$ cat src/rtl/rx_dfe_sequencer.sv
// Run-time sequencer for the RX DFE: flush, joined training, payload streaming
// and drain, with outstanding-result tracking and payload-only result forwarding.
module rx_dfe_sequencer #(
    parameter int unsigned DATA_W    = 8,
    parameter int unsigned CNT_W     = 16,
    parameter int unsigned FLUSH_CYC = 8,
    parameter int unsigned DRAIN_TO  = 64
) (
    input  logic              clk_clk,
    input  logic              reset_reset_n,
    input  logic              start,
    input  logic              abort,
    input  logic [CNT_W-1:0]  train_len,
    input  logic [CNT_W-1:0]  data_len,
    input  logic [DATA_W-1:0] ch_sym,
    input  logic              ch_sym_valid,
    output logic              ch_sym_ready,
    input  logic [DATA_W-1:0] ref_sym,
    input  logic              ref_sym_valid,
    output logic              ref_sym_ready,
    input  logic [DATA_W-1:0] noise_in,
    output logic [DATA_W-1:0] dfe_signal_in,
    output logic              dfe_signal_in_valid,
    output logic [DATA_W-1:0] dfe_noise,
    output logic [DATA_W-1:0] dfe_train_data,
    output logic              dfe_train_data_valid,
    input  logic [DATA_W-1:0] dfe_signal_out,
    input  logic              dfe_signal_out_valid,
    output logic [DATA_W-1:0] out_sym,
    output logic              out_sym_valid,
    output logic [2:0]        state,
    output logic              busy,
    output logic              done,
    output logic              err_timeout
);

    localparam int unsigned      CMP_W      = CNT_W + 1;
    localparam logic [CNT_W-1:0] FLUSH_LAST = CNT_W'(FLUSH_CYC - 1);
    localparam logic [CNT_W-1:0] DRAIN_LAST = CNT_W'(DRAIN_TO - 1);
    localparam logic [CNT_W-1:0] CNT_ONE    = CNT_W'(1);
    localparam logic [CNT_W-1:0] CNT_MAX    = '1;
    localparam logic [CMP_W-1:0] FLUSH_EXT  = CMP_W'(FLUSH_CYC);

    typedef enum logic [2:0] {
        ST_IDLE  = 3'd0,
        ST_FLUSH = 3'd1,
        ST_TRAIN = 3'd2,
        ST_DATA  = 3'd3,
        ST_DRAIN = 3'd4
    } state_t;

    state_t             state_q, state_d;
    logic [CNT_W-1:0]   cnt_q, cnt_d;
    logic [CNT_W-1:0]   train_len_q, train_len_d;
    logic [CNT_W-1:0]   data_len_q, data_len_d;
    logic [CNT_W-1:0]   outst_q, outst_d;
    logic [CNT_W-1:0]   rx_cnt_q, rx_cnt_d;

    logic [DATA_W-1:0]  sig_d, noise_d, trn_d, out_d;
    logic               sig_vld_d, trn_vld_d, out_vld_d;
    logic               done_d, err_d, busy_d;
    logic               clr_run, res_take, res_keep;
    logic [CMP_W-1:0]   keep_thresh;

    assign state = state_q;

    // Phase sequencing and next values of the registered DFE-side outputs
    always_comb begin
        state_d       = state_q;
        cnt_d         = cnt_q;
        train_len_d   = train_len_q;
        data_len_d    = data_len_q;
        sig_d         = '0;
        sig_vld_d     = 1'b0;
        noise_d       = '0;
        trn_d         = '0;
        trn_vld_d     = 1'b0;
        done_d        = 1'b0;
        err_d         = 1'b0;
        ch_sym_ready  = 1'b0;
        ref_sym_ready = 1'b0;

        case (state_q)
            ST_IDLE: begin
                if (start) begin
                    train_len_d = train_len;
                    data_len_d  = data_len;
                    cnt_d       = '0;
                    state_d     = ST_FLUSH;
                end
            end
            ST_FLUSH: begin
                sig_vld_d = 1'b1;
                if (cnt_q == FLUSH_LAST) begin
                    cnt_d   = '0;
                    state_d = (train_len_q == '0) ? ST_DATA : ST_TRAIN;
                end else begin
                    cnt_d = cnt_q + CNT_ONE;
                end
            end
            ST_TRAIN: begin
                ch_sym_ready  = ch_sym_valid & ref_sym_valid;
                ref_sym_ready = ch_sym_valid & ref_sym_valid;
                if (ch_sym_valid && ref_sym_valid) begin
                    sig_d     = ch_sym;
                    sig_vld_d = 1'b1;
                    noise_d   = noise_in;
                    trn_d     = ref_sym;
                    trn_vld_d = 1'b1;
                    if (cnt_q == train_len_q - CNT_ONE) begin
                        cnt_d   = '0;
                        state_d = ST_DATA;
                    end else begin
                        cnt_d = cnt_q + CNT_ONE;
                    end
                end
            end
            ST_DATA: begin
                ch_sym_ready = ch_sym_valid;
                if (ch_sym_valid) begin
                    sig_d     = ch_sym;
                    sig_vld_d = 1'b1;
                    noise_d   = noise_in;
                    // data_len of zero never matches: stream until abort
                    if (data_len_q != '0 && cnt_q == data_len_q - CNT_ONE) begin
                        cnt_d   = '0;
                        state_d = ST_DRAIN;
                    end else begin
                        cnt_d = cnt_q + CNT_ONE;
                    end
                end
            end
            ST_DRAIN: begin
                // The last issued symbol is counted only once its valid is visible
                if (outst_q == '0 && !dfe_signal_in_valid) begin
                    done_d  = 1'b1;
                    cnt_d   = '0;
                    state_d = ST_IDLE;
                end else if (cnt_q == DRAIN_LAST) begin
                    err_d   = 1'b1;
                    cnt_d   = '0;
                    state_d = ST_IDLE;
                end else begin
                    cnt_d = cnt_q + CNT_ONE;
                end
            end
            default: begin
                cnt_d   = '0;
                state_d = ST_IDLE;
            end
        endcase

        if (abort) begin
            state_d       = ST_IDLE;
            cnt_d         = '0;
            sig_d         = '0;
            sig_vld_d     = 1'b0;
            noise_d       = '0;
            trn_d         = '0;
            trn_vld_d     = 1'b0;
            done_d        = 1'b0;
            err_d         = 1'b0;
            ch_sym_ready  = 1'b0;
            ref_sym_ready = 1'b0;
        end

        busy_d = (state_d != ST_IDLE);
    end

    // Outstanding tracking and payload tagging of DFE results
    always_comb begin
        clr_run     = (state_d == ST_IDLE);
        res_take    = dfe_signal_out_valid && (state_q != ST_IDLE) && (outst_q != '0);
        keep_thresh = CMP_W'(train_len_q) + FLUSH_EXT;
        res_keep    = res_take && (CMP_W'(rx_cnt_q) >= keep_thresh);
        out_vld_d   = res_keep && !abort;
        out_d       = out_vld_d ? dfe_signal_out : '0;

        outst_d = outst_q;
        if (clr_run) begin
            outst_d = '0;
        end else if (dfe_signal_in_valid && !res_take) begin
            if (outst_q != CNT_MAX) begin
                outst_d = outst_q + CNT_ONE;
            end
        end else if (!dfe_signal_in_valid && res_take) begin
            outst_d = outst_q - CNT_ONE;
        end

        rx_cnt_d = clr_run ? '0 : (res_take ? rx_cnt_q + CNT_ONE : rx_cnt_q);
    end

    always_ff @(posedge clk_clk) begin
        if (!reset_reset_n) begin
            state_q              <= ST_IDLE;
            cnt_q                <= '0;
            train_len_q          <= '0;
            data_len_q           <= '0;
            outst_q              <= '0;
            rx_cnt_q             <= '0;
            dfe_signal_in        <= '0;
            dfe_signal_in_valid  <= 1'b0;
            dfe_noise            <= '0;
            dfe_train_data       <= '0;
            dfe_train_data_valid <= 1'b0;
            out_sym              <= '0;
            out_sym_valid        <= 1'b0;
            busy                 <= 1'b0;
            done                 <= 1'b0;
            err_timeout          <= 1'b0;
        end else begin
            state_q              <= state_d;
            cnt_q                <= cnt_d;
            train_len_q          <= train_len_d;
            data_len_q           <= data_len_d;
            outst_q              <= outst_d;
            rx_cnt_q             <= rx_cnt_d;
            dfe_signal_in        <= sig_d;
            dfe_signal_in_valid  <= sig_vld_d;
            dfe_noise            <= noise_d;
            dfe_train_data       <= trn_d;
            dfe_train_data_valid <= trn_vld_d;
            out_sym              <= out_d;
            out_sym_valid        <= out_vld_d;
            busy                 <= busy_d;
            done                 <= done_d;
            err_timeout          <= err_d;
        end
    end

endmodule

$ cat config.mk
export PLATFORM = sky130hd
export DESIGN_NAME = rx_dfe_sequencer
export DESIGN_NICKNAME = d
export VERILOG_FILES = /design/src/rtl/rx_dfe_sequencer.sv
export SDC_FILE = /design/constraint.sdc
export NUM_CORES = 1
export LEC_CHECK = 0
export CAP_MARGIN = 0
export CORE_ASPECT_RATIO = 1.4
export CORE_MARGIN = 1
export CORE_UTILIZATION = 45
export CTS_CLUSTER_SIZE = 40
export DETAILED_ROUTE_END_ITERATION = 12
export HOLD_SLACK_MARGIN = 0.06
export PLACE_DENSITY = 0.7
export SLEW_MARGIN = 0
export SYNTH_ARGS = -nofsm -noshare
export SYNTH_HDL_FRONTEND = slang
export SYNTH_SLANG_ARGS = --single-unit
$ cat constraint.sdc
create_clock -name clk_clk -period 5.65 [get_ports clk_clk]
set_input_delay 1.13 -clock clk_clk [delete_from_list [all_inputs] [get_ports clk_clk]]
set_output_delay 1.13 -clock clk_clk [all_outputs]
set_load 0.1 [all_outputs]
==> results of run 1 <==
==> power groups by stage <==
stage | clock [mW] | sequential (mW) | combinational, mW
after global placement | 0 | 0.919 | 0.274
after detailed placement | 0 | 0.920 | 0.277
final | 1.02 | 0.903 | 0.277
after global routing | 1.08 | 0.906 | 0.307
after floorplan | 0 | 0.907 | 0.201
after CTS | 1.05 | 0.902 | 0.279
==> how the worst max path moves through the flow <==
stage	from	to	slack [ns]	cells past startpoint
3_3_place_gp	dfe_signal_out_valid	outst_q[15]	1.16	15
4_1_cts	dfe_signal_out_valid	outst_q[15]	1.52	15
6_report	dfe_signal_out_valid	outst_q[15]	1.49	15
2_1_floorplan	state[1]	ch_sym_ready	1.26	4
5_1_grt	dfe_signal_out_valid	outst_q[15]	1.22	15
3_5_place_dp	dfe_signal_out_valid	outst_q[15]	1.12	15
==> state kept, by name, indices dropped and copies added, names as in the netlist <==
name                  count
err_timeout               1
out_sym                   8
out_sym_valid             1
dfe_signal_in             8
dfe_noise                 8
dfe_train_data            8
state                     3
data_len_q               16
cnt_q                    16
busy                      1
train_len_q              16
dfe_signal_in_valid       1
outst_q                  16
rx_cnt_q                 16
done                      1
dfe_train_data_valid      1
==> synth_stat cells, drive strengths merged (12+ instances only) <==
library cell	count	area (um^2)
and2	36	225
ha	36	450
inv	18	67.6
nand2	112	420
xor2	35	314
xnor2	51	447
a21oi	28	140
dfxtp	121	2420
mux2i	17	170
o21ai	23	119
clkbuf	38	143
nand3	30	150
nor4	20	138
and3	16	105
nor3	24	130
nand4	18	113
nor2	74	300
a31oi	17	136
buf	12	95.1
a21boi	32	240
==> through the flow <==
step | total power [mW] | cells | cell area (um^2) | setup WS, ns
detailed placement | 1.20 | 1119 | 8330 | 1.12
global route | 2.30 | 1146 | 8880 | 1.22
global placement | 1.19 | 1119 | 8330 | 1.16
floorplan | 1.11 | 855 | 7160 | 1.26
finish | 2.20 | 1146 | 8880 | 1.49
CTS | 2.23 | 1146 | 8880 | 1.52
==> per-layer routing <==
layer / vias to the layer above / GRT usage
met5: - / 0
met4: 0 / 0.0912
met3: 27 / 0.0594
met2: 162 / 0.364
met1: 2819 / 0.245
li1: 3137 / -
==> worst register-to-register path, cell delays in order, from the launching register on <==
cell,delay (ns)
dfxtp_1,0.38
nor4_1,0.32
nand4_1,0.18
nand3_1,0.12
buf_4,0.21
and2_1,0.21
inv_1,0.27
ha_1,0.39
a211oi_1,0.33
o21ai_0,0.17
a21oi_1,0.28
a21oi_1,0.18
nand4_1,0.16
a31oi_1,0.09
nor3b_1,0.23
xor2_1,0.17
nor2_1,0.05
==> logic make-up (layout without fill, tap and decap cells) <==
kind of cell             after synthesis  in the layout  synth area share
AND/OR/NAND/NOR                      380            380             0.278
adder cells (fa/ha/maj)               37             37            0.0657
multiplexers                          19             19            0.0269
flip-flops                           121            121             0.338
buffers and inverters                 68            163            0.0426
AO/OA/AOI/OAI                        144            144             0.142
XOR/XNOR                              86             86             0.106
==> layout make-up <==
| type | instances | area (um^2) | share of cell area |
|---|---|---|---|
| timing repair buffer | 118 | 1160 | 0.131 |
| inverter | 18 | 67.6 | 0.00760 |
| sequential | 121 | 2420 | 0.273 |
| clock buffer | 24 | 512 | 0.0576 |
| multi-input combinational | 666 | 4430 | 0.499 |
| clock inverter | 3 | 40.0 | 0.00451 |
| tap | 196 | 245 | 0.0276 |
==> run summary, run 1 <==
### Logic synthesis
* number of standard cells after synthesis: 855
* number of enable-type register cells in the synthesized netlist: 0
* number of warning messages in the yosys log: 0
* proportion of synthesized flip-flops having asynchronous set or reset: 0
* most frequently used flop master after synthesis: dfxtp_1
* Post-Syn Area: 0.00716 mm^2
* flops & latches, synth: 121
* synth unique cells: 70
* Avg Synthesized Cell Area: 8.37 um^2
* Synth Net Count: 963
* post-synthesis sequential area ratio: 0.338

### Clock network
* Num CTS Buffers: 17
* Max H-tree Level: 4
* clock sinks: 121
* CTS Root Buffer Type: clkbuf_16
* quantity of gates resized following cts: 0
* Clock transition at path regs: 0.05 ns
* clock insertion delay at the later pin of the skew report: 0.42 ns
* maximum root-to-sink buffer count: 2
* # Post-CTS Setup Buffers: 0
* clock tree from TritonCTS: done
* Hold-fix buffers, CTS: 0

### Setup path
* worst path arrival time: 4.45 ns
* kind of cell adding the most delay to the critical path: buffers and inverters
* class of the most critical setup path: in -> reg
* number of buffers and inverters on the critical path: 3
* list of cells traversed by the critical path: clkdlybuf4s50_1, nand3_1, buf_4, and2_1, inv_1, ha_1, a211oi_1, o21ai_0, a21oi_1, a21oi_1, nand4_1, a31oi_1, nor3b_1, xor2_1, nor2_1
* end of the worst register-to-register path: outst_q[15]
* critical path capture point type: register
* most frequent CP cell: a21oi_1
* standard cell with the maximum stage delay on the critical path: clkdlybuf4s50_1
* largest fanout on the critical path: 15
* worst r2r src: outst_q[0]
* CP startpoint kind: input port
* maximum cell stage delay along the critical path: 0.46 ns
* Reg2Reg Depth: 16
* worst reg2reg setup slack: 1.80 ns
* Critical Path RT: 5.94 ns

### Power
* switching fraction of total power: 0.241
* maximum vdd ir drop: 0.188 mV
* Pleak: 3.32 nW
* pwr/cell area: 248 mW/mm^2
* cell-internal power: 1.67 mW
* net switching power: 0.532 mW
* power share of the combinational group: 0.126
* relative contribution of the clock network to total power: 0.464
* Reg power frac: 0.410

### Drt
* Met1 Routed Length: 7080 um
* highest routed metal layer: met4
* total detailed-routing wirelength: 16,500 um
* detailed router's first-iteration violation count: 288
* DRC viols: 0
* routed length per instance: 14.4 um
* Detail Route Antenna Nets: 0
* Met2 Routed Length: 8100 um
* total number of vias: 6,145
* via density per instance: 5.36
* Detailed Routing Iterations Pass 1: 5
* DR WL met3: 1020 um

### Finish
* Net count, final: 1,050
* P&R area growth vs syn: 24.1%
* commonest cells after routing, fill and taps aside: 121 x dfxtp_1, 112 x nand2_1, 111 x clkdlybuf4s50_1
* Filler Cells Inserted: 1,464
* core utilization of the finished layout: 0.572
* most common cell after layout, fill and taps aside: dfxtp_1
* fraction of final layout cells sized beyond drive strength 1: 0.0695
* final antenna diode count: 0

### Flow run
* number of max-cap violations: 0

### Floorplanning
* boundary pin count: 114
* standard-cell rows: 54
* initial core utilization: 0.461
* area of the core: 0.0155 mm^2
* Die ar.: 0.0164 mm^2
* horizontal die dimension: 109 um
* vertical die dimension: 151 um

### STA
* final setup violation count: 0
* final hold viol count: 0
* final critical path time including I/O delays and setup: 4.16 ns
* Relative slew margins: 0.315
* worst clock skew on the final layout: 0.00732 ns
* setup repair after global routing missed its margin: false
* Least-Margin Pin Slew: 1.02 ns
* number of slew-limit violations in the final report: 0
* setup TNS: 0 ns
* Hold Worst Slack: 0.508 ns
* Period Utilization, post-route: 0.736
* highest clock frequency the design can meet: 0.240 GHz

### GRT
* number of antenna violations at the first check in global routing: 0
* vias in the first global route: 5,733
* largest net degree at the start of global routing: 34
* overall routing resource usage: 0.212
* wire length of the first global-routing pass: 27,200 um
* total congestion overflow: 0

### Placement
* global placement routability congestion: 0.860
* placed wire-length estimate: 12,200 um
* number of port buffers: 113

### Hold path
* Worst Hold Launch: data_len_q[15]
* Hold Path Sink: data_len_q[15]
* type of the worst min-delay path: reg -> reg
* hold depth: 2

### Outcome
* result of the run: finished, final reports clean

Power figures use the tool's default switching activity.
==> run 2: changes to the inputs <==
PLACE_DENSITY = 0.73   (was 0.7)
clock period = 3.7 ns   (was 5.65 ns; I/O delays follow)
==> run 2 against run 1 <==
Effect of this change:
- clock power grew 61%
- setup slack worse by 1.2 ns
- non-clock buffer count rose by 16
- largest power group unchanged
- final cell count rose by 1.8%
- critical endpoint is now outst_q[14]
- design area grew 2.4%
==> run summary, run 2 (same netlist as run 1, synthesis figures left out) <==
### Outcome
* result of the run: finished, final reports clean

### Placement
* number of port buffers: 113, unchanged
* setup slack after placement: -0.0782 ns, -1.20 ns
* global placement routability congestion: 0.833, -3.1%
* placed wire-length estimate: 12,500 um, +2.7%

### Finish
* commonest cells after routing, fill and taps aside: 120 x dfxtp_1, 112 x nand2_1, 110 x clkdlybuf4s50_1
* area used by multi-input combinational logic: 0.00446 mm^2, +0.48%
* final antenna diode count: 0, unchanged
* Net count, final: 1,066, +1.5%
* Filler Cells Inserted: 1,420, -3.0%
* most common cell after layout, fill and taps aside: dfxtp_1
* P&R area growth vs syn: 27.1%
* fraction of final layout cells sized beyond drive strength 1: 0.0958, +0.0263
* register area: 0.00242 mm^2, about the same

### Power
* pwr/cell area: 380 mW/mm^2, +53%
* total design power: 3.46 mW, +57%
* power share of the combinational group: 0.127, about the same
* Pleak: 3.42 nW, +3.0%
* cell-internal power: 2.61 mW, +56%
* maximum vdd ir drop: 0.314 mV, +68%
* relative contribution of the clock network to total power: 0.475, +0.011
* switching fraction of total power: 0.246, +0.00500
* net switching power: 0.851 mW, +60%
* Reg power frac: 0.398, -0.012

### Drt
* Detail Route Antenna Nets: 0, unchanged
* routed length per instance: 14.1 um, -2.1%
* total number of vias: 6,170, +0.41%
* via density per instance: 5.29, -1.4%
* Detailed Routing Iterations Pass 1: 4, -1
* DRC viols: 0, unchanged
* detailed router's first-iteration violation count: 226, -22%
* total detailed-routing wirelength: 16,500 um, -0.29%

### Setup path
* largest fanout on the critical path: 7, -8
* worst r2r src: outst_q[1]
* end of the worst register-to-register path: outst_q[14]
* worst path arrival time: 3.76 ns, -0.69 ns
* class of the most critical setup path: reg -> reg
* Reg2Reg Depth: 16, unchanged
* worst reg2reg setup slack: 0.28 ns, -1.52 ns
* Critical Path RT: 4.04 ns, -1.90 ns
* critical path capture point type: register
* CP startpoint kind: register

### STA
* final critical path time including I/O delays and setup: 3.42 ns
* setup TNS: 0 ns, unchanged
* final setup violation count: 0, unchanged
* setup repair after global routing missed its margin: true
* worst clock skew on the final layout: 0.00963 ns, +0.00231 ns
* slack of the critical path: 0.279 ns, -1.21 ns
* Period Utilization, post-route: 0.924
* number of slew-limit violations in the final report: 0, unchanged
* final hold viol count: 0, unchanged
* Relative slew margins: 0.299, -0.0160
* Hold Worst Slack: 0.502 ns, -0.00598 ns
* Least-Margin Pin Slew: 1.05 ns, +0.0239 ns
* highest clock frequency the design can meet: 0.292 GHz

### Floorplanning
* initial core utilization: 0.461, unchanged
* vertical die dimension: 151 um, unchanged
* standard-cell rows: 54, unchanged
* area of the core: 0.0155 mm^2, unchanged
* horizontal die dimension: 109 um, unchanged
* Die ar.: 0.0164 mm^2, unchanged
* boundary pin count: 114, unchanged

### Hold path
* Hold Path Sink: data_len_q[15]
* hold depth: 2, unchanged
* type of the worst min-delay path: reg -> reg
* Worst Hold Launch: data_len_q[15]

### GRT
* largest net degree at the start of global routing: 33, -2.9%
* number of antenna violations at the first check in global routing: 0, unchanged
* vias in the first global route: 5,878, +2.5%
* wire length of the first global-routing pass: 27,600 um, +1.2%
* total congestion overflow: 0, unchanged
* overall routing resource usage: 0.213, +0.000964

### Clock network
* CTS Root Buffer Type: clkbuf_16
* maximum root-to-sink buffer count: 2, unchanged
* Clock transition at path regs: 0.06 ns, about the same
* Max H-tree Level: 4, unchanged
* clock tree from TritonCTS: done
* Num CTS Buffers: 17, unchanged
* clock insertion delay at the later pin of the skew report: 0.42 ns, about the same
* clock sinks: 121, unchanged
* # Post-CTS Setup Buffers: 0, unchanged

### Flow run
* number of max-cap violations: 0, unchanged

## run 2: changes by cell type in the layout (fill, tap and decap cells not counted), moves of 2 or more
| cell | before | now |
|---|---|---|
| clkinvlp_4 | 0 | 4 |
| a21oi_1 | 28 | 26 |
| a21oi_2 | 0 | 2 |
| buf_4 | 7 | 21 |
| clkinv_2 | 2 | 5 |
| clkbuf_8 | 6 | 0 |
| bufinv_16 | 1 | 3 |
| buf_12 | 0 | 3 |
## run 2: repair_timing
item | 4_1_cts | 5_1_grt
resized for setup | 0 | 3
setup endpoints to repair | 0 | 3
hold buffers | 0 | 0
## run 2: area by class of cell
type / instances / area share
multi-input cells: 666 / 0.490
flip-flops and latches: 121 / 0.266
clock buffers: 19 / 0.0476
clock inverters: 13 / 0.0169
well taps: 196 / 0.0270
repair buffers: 134 / 0.145
inverters: 18 / 0.00743
## run 2: routing by layer
layer	up-vias	global-route usage	part of all wire
met3	11	0.0594	0.051
met1	2844	0.248	0.44
li1	3185	-	-
met2	130	0.376	0.50
met4	0	0.0622	0.011
met5	-	0	0
## run 2: worst max-delay path by stage
stage                       end                  from  slack, ns  depth (start not counted)
global route        outst_q[14]            outst_q[1]      -0.03                         16
global placement    outst_q[14]  dfe_signal_out_valid       0.03                         15
finish              outst_q[14]            outst_q[1]       0.28                         16
CTS                 outst_q[14]           outst_q[15]       0.15                         16
floorplan           outst_q[14]              state[0]       0.08                         14
detailed placement  outst_q[14]  dfe_signal_out_valid      -0.08                         15
## run 2: worst max-delay path, cell delays in order, from the launching register on
cell and delay (ns):
dfxtp_1 0.36, nor4_1 0.29, nand4_1 0.16, nand3_1 0.12, and2_1 0.14, inv_1 0.12, buf_4 0.19, fa_1 0.41
a21o_1 0.18, a21o_1 0.19, nand2_1 0.09, a21oi_1 0.13, a211oi_2 0.31, o21ai_0 0.18, nand2_1 0.10, nand4b_1 0.15
a31oi_4 0.21
## run 2: power groups by stage
stage	sequential (mW)	clock [mW]	combinational, mW
floorplan	1.38	0	0.307
global placement	1.40	0	0.432
detailed placement	1.40	0	0.437
CTS	1.38	1.68	0.439
global route	1.38	1.75	0.484
finish	1.38	1.64	0.437
## run 2: stage by stage
step	util	cells	instance area (um^2)
3_5_place_dp	0.547	1135	8500
4_1_cts	0.584	1167	9080
2_1_floorplan	-	855	7170
6_report	0.585	1167	9100
5_1_grt	0.585	1167	9100
3_3_place_gp	0.547	1135	8500
